[src/rtl/mem_arb_pkg.sv]
// mem_arb_pkg: shared types and constants for the two-requester memory arbiter.
//   state_e  - arbiter sequencer states
//   NUM_REQ  - number of requesters
//   owner_t  - requester index type
package mem_arb_pkg;

   localparam int unsigned NUM_REQ = 2;
   localparam int unsigned OWNER_W = $clog2(NUM_REQ);

   typedef logic [OWNER_W-1:0] owner_t;

   typedef enum logic {
      IDLE   = 1'b0,
      ACCESS = 1'b1
   } state_e;

endpackage

[src/rtl/rr_pick2.sv]
// rr_pick2: combinational two-way round-robin pick.
//   req         in  - request vector, bit n = requester n
//   last_served in  - requester served most recently
//   valid       out - some requester is eligible
//   winner      out - chosen requester; on a tie the one not served last
module rr_pick2
   import mem_arb_pkg::*;
(
   input  logic [NUM_REQ-1:0] req,
   input  owner_t             last_served,
   output logic               valid,
   output owner_t             winner
);

   always_comb begin
      valid  = |req;
      winner = owner_t'(1'b0);
      case (req)
         2'b01:   winner = owner_t'(1'b0);
         2'b10:   winner = owner_t'(1'b1);
         2'b11:   winner = ~last_served;
         default: winner = owner_t'(1'b0);
      endcase
   end

endmodule

[src/rtl/mem_arbiter.sv]
// mem_arbiter: serialises two requesters onto one data memory (round-robin),
// drives the memory write/read ports and returns registered read data.
//   clk_i, rst_i            - clock, synchronous active-high reset
//   req_i/we_i/lock_i       - per-requester request, write select, lock hint
//   addr0_i/addr1_i         - requester addresses
//   wdata0_i/wdata1_i       - requester write data
//   ack_o                   - access performed this cycle (per requester)
//   rvalid_o/rdata_o        - read data return, cycle after a read ack
//   mem_*                   - memory write/read port (combinational read data in)
// Optional build macro MEM_ARB_LOCK_EN: honours lock_i so an owner can keep
// ownership across consecutive accesses (read-modify-write).
module mem_arbiter
   import mem_arb_pkg::*;
#(
   parameter int unsigned width = 64,
   parameter int unsigned depth = 5
) (
   input  logic               clk_i,
   input  logic               rst_i,
   input  logic [NUM_REQ-1:0] req_i,
   input  logic [NUM_REQ-1:0] we_i,
   input  logic [NUM_REQ-1:0] lock_i,
   input  logic [depth-1:0]   addr0_i,
   input  logic [depth-1:0]   addr1_i,
   input  logic [width-1:0]   wdata0_i,
   input  logic [width-1:0]   wdata1_i,
   output logic [NUM_REQ-1:0] ack_o,
   output logic [NUM_REQ-1:0] rvalid_o,
   output logic [width-1:0]   rdata_o,
   output logic               mem_wr_en_o,
   output logic [depth-1:0]   mem_addr_wr_o,
   output logic [width-1:0]   mem_data_wr_o,
   output logic               mem_rd_en_o,
   output logic [depth-1:0]   mem_addr_rd_o,
   input  logic [width-1:0]   mem_data_rd_i
);

   state_e             state_q, state_d;
   owner_t             owner_q, owner_d;
   owner_t             last_q, last_d;
   logic               locked_q, locked_d;
   logic [NUM_REQ-1:0] rvalid_q, rvalid_d;
   logic [width-1:0]   rdata_q, rdata_d;

   logic [NUM_REQ-1:0] owner_mask;
   logic [NUM_REQ-1:0] elig;
   logic               own_req;
   logic               own_we;
   logic               own_lock;
   logic [depth-1:0]   own_addr;
   logic [width-1:0]   own_wdata;
   logic               pick_valid;
   owner_t             pick_winner;

   // Current owner's request fields
   assign owner_mask = NUM_REQ'(1) << owner_q;
   assign own_req    = req_i[owner_q];
   assign own_we     = we_i[owner_q];
   assign own_addr   = (owner_q == owner_t'(1'b1)) ? addr1_i  : addr0_i;
   assign own_wdata  = (owner_q == owner_t'(1'b1)) ? wdata1_i : wdata0_i;

`ifdef MEM_ARB_LOCK_EN
   assign own_lock = lock_i[owner_q];
`else
   logic lock_unused;
   assign own_lock    = 1'b0;
   assign lock_unused = ^lock_i;
`endif

   // While locked only the owner may be granted
   assign elig = locked_q ? (req_i & owner_mask) : req_i;

   rr_pick2 u_pick (
      .req         (elig),
      .last_served (last_q),
      .valid       (pick_valid),
      .winner      (pick_winner)
   );

   // Next-state, memory port drive and read-return staging
   always_comb begin
      state_d       = state_q;
      owner_d       = owner_q;
      last_d        = last_q;
      locked_d      = locked_q;
      rvalid_d      = '0;
      rdata_d       = rdata_q;
      ack_o         = '0;
      mem_wr_en_o   = 1'b0;
      mem_addr_wr_o = '0;
      mem_data_wr_o = '0;
      mem_rd_en_o   = 1'b0;
      mem_addr_rd_o = '0;

      case (state_q)
         IDLE: begin
            if (locked_q && !own_req && !own_lock) begin
               locked_d = 1'b0;
            end
            if (pick_valid) begin
               owner_d = pick_winner;
               state_d = ACCESS;
            end
         end
         ACCESS: begin
            state_d = IDLE;
            // A dropped request aborts silently and leaves the pointer alone
            if (own_req) begin
               ack_o    = owner_mask;
               last_d   = owner_q;
               locked_d = own_lock;
               if (own_we) begin
                  mem_wr_en_o   = 1'b1;
                  mem_addr_wr_o = own_addr;
                  mem_data_wr_o = own_wdata;
               end else begin
                  mem_rd_en_o   = 1'b1;
                  mem_addr_rd_o = own_addr;
                  rvalid_d      = owner_mask;
                  rdata_d       = mem_data_rd_i;
               end
            end
         end
         default: state_d = IDLE;
      endcase
   end

   // State register; last_q resets to 1 so requester 0 wins the first tie
   always_ff @(posedge clk_i) begin
      if (rst_i) begin
         state_q  <= IDLE;
         owner_q  <= owner_t'(1'b0);
         last_q   <= owner_t'(1'b1);
         locked_q <= 1'b0;
         rvalid_q <= '0;
         rdata_q  <= '0;
      end else begin
         state_q  <= state_d;
         owner_q  <= owner_d;
         last_q   <= last_d;
         locked_q <= locked_d;
         rvalid_q <= rvalid_d;
         rdata_q  <= rdata_d;
      end
   end

   assign rvalid_o = rvalid_q;
   assign rdata_o  = rdata_q;

endmodule

[config.mk]
export PLATFORM = sky130hd
export DESIGN_NAME = mem_arbiter
export DESIGN_NICKNAME = d
export VERILOG_FILES = /design/src/rtl/mem_arb_pkg.sv /design/src/rtl/rr_pick2.sv /design/src/rtl/mem_arbiter.sv
export SDC_FILE = /design/constraint.sdc
export NUM_CORES = 1
export LEC_CHECK = 0
export CELL_PAD_IN_SITES_DETAIL_PLACEMENT = 1
export CELL_PAD_IN_SITES_GLOBAL_PLACEMENT = 2
export CORE_ASPECT_RATIO = 1.1
export CORE_MARGIN = 4
export CORE_UTILIZATION = 16
export DETAILED_ROUTE_END_ITERATION = 10
export PLACE_DENSITY = 0.87
export REMOVE_ABC_BUFFERS = 1
export SLEW_MARGIN = 20
export SYNTH_ARGS = -nofsm -noshare
export SYNTH_HDL_FRONTEND = slang
export SYNTH_SLANG_ARGS = --single-unit
[constraint.sdc]
create_clock -name clk_i -period 1.7 [get_ports clk_i]
set_input_delay 0.34 -clock clk_i [delete_from_list [all_inputs] [get_ports clk_i]]
set_output_delay 0.34 -clock clk_i [all_outputs]
set_load 0.01 [all_outputs]
-- After elaboration in Yosys (flattened, before gate mapping)
Index checks and enable logic that the tools add are counted.
- flip-flop bits (word level): 70
- input bits: 210
- output and inout port bits: 144
- logic and storage cells: 55
- order comparisons: 1
- eq/ne operators: 4
- shifts and indexed selects: 1
- multiplexer cells: 30
- bitwise gates (word level): 5
- reduce and logical (&&, ||, !) cells: 8
- operators by type and width (cell ; count):
    $mux W64 ; 4
    $mux W5 ; 7
    $mux W1 ; 13
    $mux W2 ; 3
    $pmux W1 S2 ; 3
    $reduce_and A2 Y1 ; 3
    $eq A2 B2 Y1 const B ; 2
    $not A1 Y1 ; 4
    $reduce_or A4 Y1 ; 1
    $reduce_and A3 Y1 ; 1
    $and A2 B2 Y2 ; 1
    $lt A1 B2 Y1 const B ; 1
    $ne A2 B1 Y1 const B ; 1
    $ne A2 B2 Y1 const B ; 1
    $reduce_or A2 Y1 ; 1
    $shl A1 B1 Y2 const A ; 1
    $logic_and A1 B1 Y1 ; 1
    $logic_not A1 Y1 ; 1

-- Depth between registers and ports, before layout
- word-level depth: 6
- mapped depth: 6
- depth with buffers taken out: 3

-- Hierarchy
Synthesis repeated with hierarchy kept, for this count alone.
- cells, all modules: 476
- area, all modules: 3995.1 µm²
- modules (own cells, without submodules) (module ; times used ; cells an instance ; area each (µm²) ; sequential area each (µm²)):
    mem_arbiter ; 1 ; 474 ; 3981.3 ; 1381.3
    rr_pick2 ; 1 ; 2 ; 13.8 ; 0.0

-- Worst setup path after synthesis
No wires, ideal clock.
- path kind: register -> output
- from: reg state_q
- to: out mem_addr_rd_o[0]
- data arrival time: 1.195 ns
- data required time: 1.360 ns
- path slack: 0.165 ns
- cell stages (with the launch flop): 7
- path buffers: 3
- cells stage by stage: dfxtp_1 -> buf_2 -> nand4bb_1 -> and2_1 -> buf_6 -> buf_2 -> nor2_1
- longest elaborated chain between the ends: 1
- RTL lines (what ; line ; source):
    start: declaration ; mem_arbiter.sv:38 ; state_e state_q, state_d;
    start signal: assignment ; mem_arbiter.sv:138 ; state_q <= state_d;
    $mux W5 ; mem_arbiter.sv:95 ; case (state_q)
    end: declaration ; mem_arbiter.sv:34 ; output logic [depth-1:0] mem_addr_rd_o,
No other way between the ends.

-- Worst setup path after layout
- from: reg owner_q
- to: out mem_data_wr_o[36]
- longest elaborated chain between the ends: 5
- elaborated cells on any way between the ends: 8
- those cells by class: 8 x mux
- RTL lines (what ; line ; source):
    start: declaration ; mem_arbiter.sv:39 ; owner_t owner_q, owner_d;
    start signal: assignment ; mem_arbiter.sv:132 ; owner_q <= owner_t'(1'b0);
    start signal: assignment ; mem_arbiter.sv:139 ; owner_q <= owner_d;
    $mux W1 (not written as such) (2 in series) ; mem_arbiter.sv:58 ; assign own_we = we_i[owner_q];
    $mux W64 ; mem_arbiter.sv:112 ; if (own_we) begin
    $mux W64 (*) ; mem_arbiter.sv:108 ; if (own_req) begin
    $mux W64 (*) ; mem_arbiter.sv:95 ;
    end: declaration ; mem_arbiter.sv:32 ; output logic [width-1:0] mem_data_wr_o,
Mark *: on every way between the ends. The rest lies on a longest branch, timed or not. The select of a mux whose other input is x is not followed.

==> results_dict.tcl <==
set metrics [dict create \
    outcome "finished, violations left" \
    violations "negative setup slack" \
    hold_viol_final 0 \
    cts_made_buffers 9 \
    antenna_found_initial 5 \
    cp.arrival_ps 1730 \
    relSlewSlack_pct 59.93 \
    crit_family "buffers and inverters" \
    seq_power_share_pct 34.9 \
    ys_ff_latch 69 \
    hold-worst-slack_ps 485.4 \
    power.density_nw_per_um2 549.4 \
    start_kind "flip-flop" \
    post_drt_wl_per_cell_um 20.39 \
    cts_htree_levels 3 \
    seq_area_frac_synth_pct 34.30 \
    drtIter0Drc 258 \
    start_util_pct 16.36 \
    min_period_ps 2069 \
    maxSlewViolCount 0 \
    finalCritPeriodShare_pct 121.7 \
    p_clk_share_pct 34.0 \
    layout-drive-gt1-share_pct 24.59 \
    ys_dominant_reg_cell "dfxtp_1" \
    worstPathRequired_ps 1360 \
    final_common_cell "clkdlybuf4s50_1" \
    p_sw_uw 1306 \
    cp_cell_sequence "and3b_2, o21ai_4, buf_6, buf_16, buf_12, nor2_1, buf_2" \
    grt_usage_pct 16.26 \
    crit_slowest_cell "dfxtp_4" \
    cts_sinks 69 \
    wl_mm 23.92 \
    netlist_instances 478 \
    tightest_slew_ps 601.0 \
    rsz0062_at_grt "yes" \
    cts_tree "done" \
    p_int_uw 3569 \
    dieHeight_um 174.4 \
    drtPass1Iterations 4 \
    cp.depth 7 \
    final_cell_mix "268 x clkdlybuf4s50_1, 67 x dfxtp_1, 64 x nand2b_1, 64 x nand4b_1, 64 x o21ai_1" \
    die-area_um2 27780 \
    fmax_mhz 483.3 \
    clk_pin_slew_ps 60 \
    viasPerCell 4.363 \
    sw_frac_of_total_pct 26.79 \
    synth_cell_types 26 \
    ys_warn_count 0 \
    core-area_um2 24620 \
    cap_violations 0 \
    dp_hpwl_mm 17.26 \
    io_pins 354 \
    grt_pass1_wl_mm 34.67 \
    layout.cells.non_filler 1173 \
    power.total_uw 4874 \
    avgSynthCellArea_um2 8.426 \
    hold_class "flip-flop to flip-flop" \
    irDropWorstVdd_uv 383.7 \
    async_flop_share_pct 0 \
    clock_skew_ps 4.889 \
    place_congestion 0.7743 \
    crit_fanout 6 \
    netlist_area_um2 4028 \
    rows 60 \
    fin_ws_ps -369.3 \
    path_class "flip-flop to output pin" \
    grt_max_degree 68 \
    vias 5118 \
    cts_hold_buffers 0 \
    clock_path_buffers 2 \
    io_buffers 351 \
    syn_to_final_growth_pct 120.3 \
    pwr-share-comb_pct 31.1 \
    max_stage_delay_ps 380 \
    gr-total-overflow 0 \
    post-route-drc-count 0 \
    n_fill_cell 2823 \
    place_inst 1127 \
    die_x_um 159.3 \
    clk_latency_ps 330 \
    setup_viol_count_final 77 \
    final_antenna_net_count 0 \
    rr_worst_depth 7 \
    nets 1069 \
    holdPathStages 2 \
    p_leak_uw 0.003372 \
    crit_buf_inv 4 \
    grt_pass1_vias 5435 \
    worstSetupEndpointType "output pin" \
    synth-edff-count 0 \
    clock-root-buffer "clkbuf_16" \
]
-- cell usage after synthesis, types with 2 or more instances --
cell	number	share of area, %
and3_1	2	0.31
buf_2	23	2.9
buf_4	7	1.3
clkbuf_1	21	2.0
dfxtp_1	69	34
inv_1	3	0.28
mux2i_1	69	17
nand2_1	2	0.19
nand2b_1	64	9.9
nand4b_1	64	14
nor2_1	75	7.0
nor3_1	2	0.25
o21ai_1	64	8.0
-- power groups by stage --
stage | clock (uW) | combinational [uW] | sequential, uW
after floorplan | 0 | 362 | 1790
after global placement | 0 | 1350 | 1740
after detailed placement | 0 | 1350 | 1740
after CTS | 1740 | 1480 | 1700
after global routing | 1790 | 1620 | 1710
final | 1660 | 1510 | 1700
-- sequential cells by signal (all words and copies together) (netlist names) --
signal and cells:
owner_q 1, rvalid_o 2, last_q 1, rdata_o 64, state_q 1
-- what timing repair did --
action	4_1_cts	5_1_grt
gates cloned	6	2
endpoints found under the setup margin	130	96
resized for setup	387	62
setup buffers	21	4
pin swaps	17	14
-- final cells by class --
cell class | instances | area, um^2 | area share, %
diodes | 1 | 2.502 | 0.02820
repair buffers | 422 | 4158 | 46.86
clock inverters | 3 | 15.01 | 0.1692
inverters | 4 | 15.01 | 0.1692
clock buffers | 11 | 232.7 | 2.623
multi-input cells | 353 | 2675 | 30.15
flip-flops and latches | 69 | 1386 | 15.63
well taps | 310 | 387.9 | 4.372
-- worst min-delay path, delay by kind of cell (launching register included) --
family | cells | cell delay (ps)
flip-flops | 1 | 310
AO/OA/AOI/OAI | 1 | 50
AND/OR/NAND/NOR | 1 | 80
-- worst paths after layout --
path / from / to / slack, ps
setup / recovery: owner_q / mem_data_wr_o[36] / -370
hold / removal: rdata_o[6] / rdata_o[6] / 490
hold reg to reg: rdata_o[6] / rdata_o[6] / 490
setup reg to reg: owner_q / rdata_o[58] / 90
-- metrics by stage --
step | instance area [um^2] | setup TNS [ps] | worst slack (ps) | utilization [%]
floorplan | 3770 | -514720 | -4257 | -
global placement | 8066 | -81630 | -788.9 | 32.76
detailed placement | 8066 | -89100 | -796.2 | 32.76
CTS | 8641 | -26400 | -431.3 | 35.09
global route | 8872 | -27060 | -430.8 | 36.03
finish | 8872 | -21780 | -369.3 | 36.03
-- layer usage --
layer  wire length (um)  share of wire (%)  global-route usage (%)  up-vias
li1                   -                  -                       -     2435
met1               9173                 38                   17.81     2435
met2              12160                 51                   29.69      222
met3               2271                9.5                   6.569       22
met4                286                1.2                   3.219        4
met5                 26               0.11                       0        -
-- cell families after synthesis --
kind of cell	synth area share, %
buffers and inverters	6.772
flip-flops	34.30
multiplexers	17.15
AND/OR/NAND/NOR	33.15
AO/OA/AOI/OAI	8.636
Note: power is estimated with default switching activity, not from simulation.
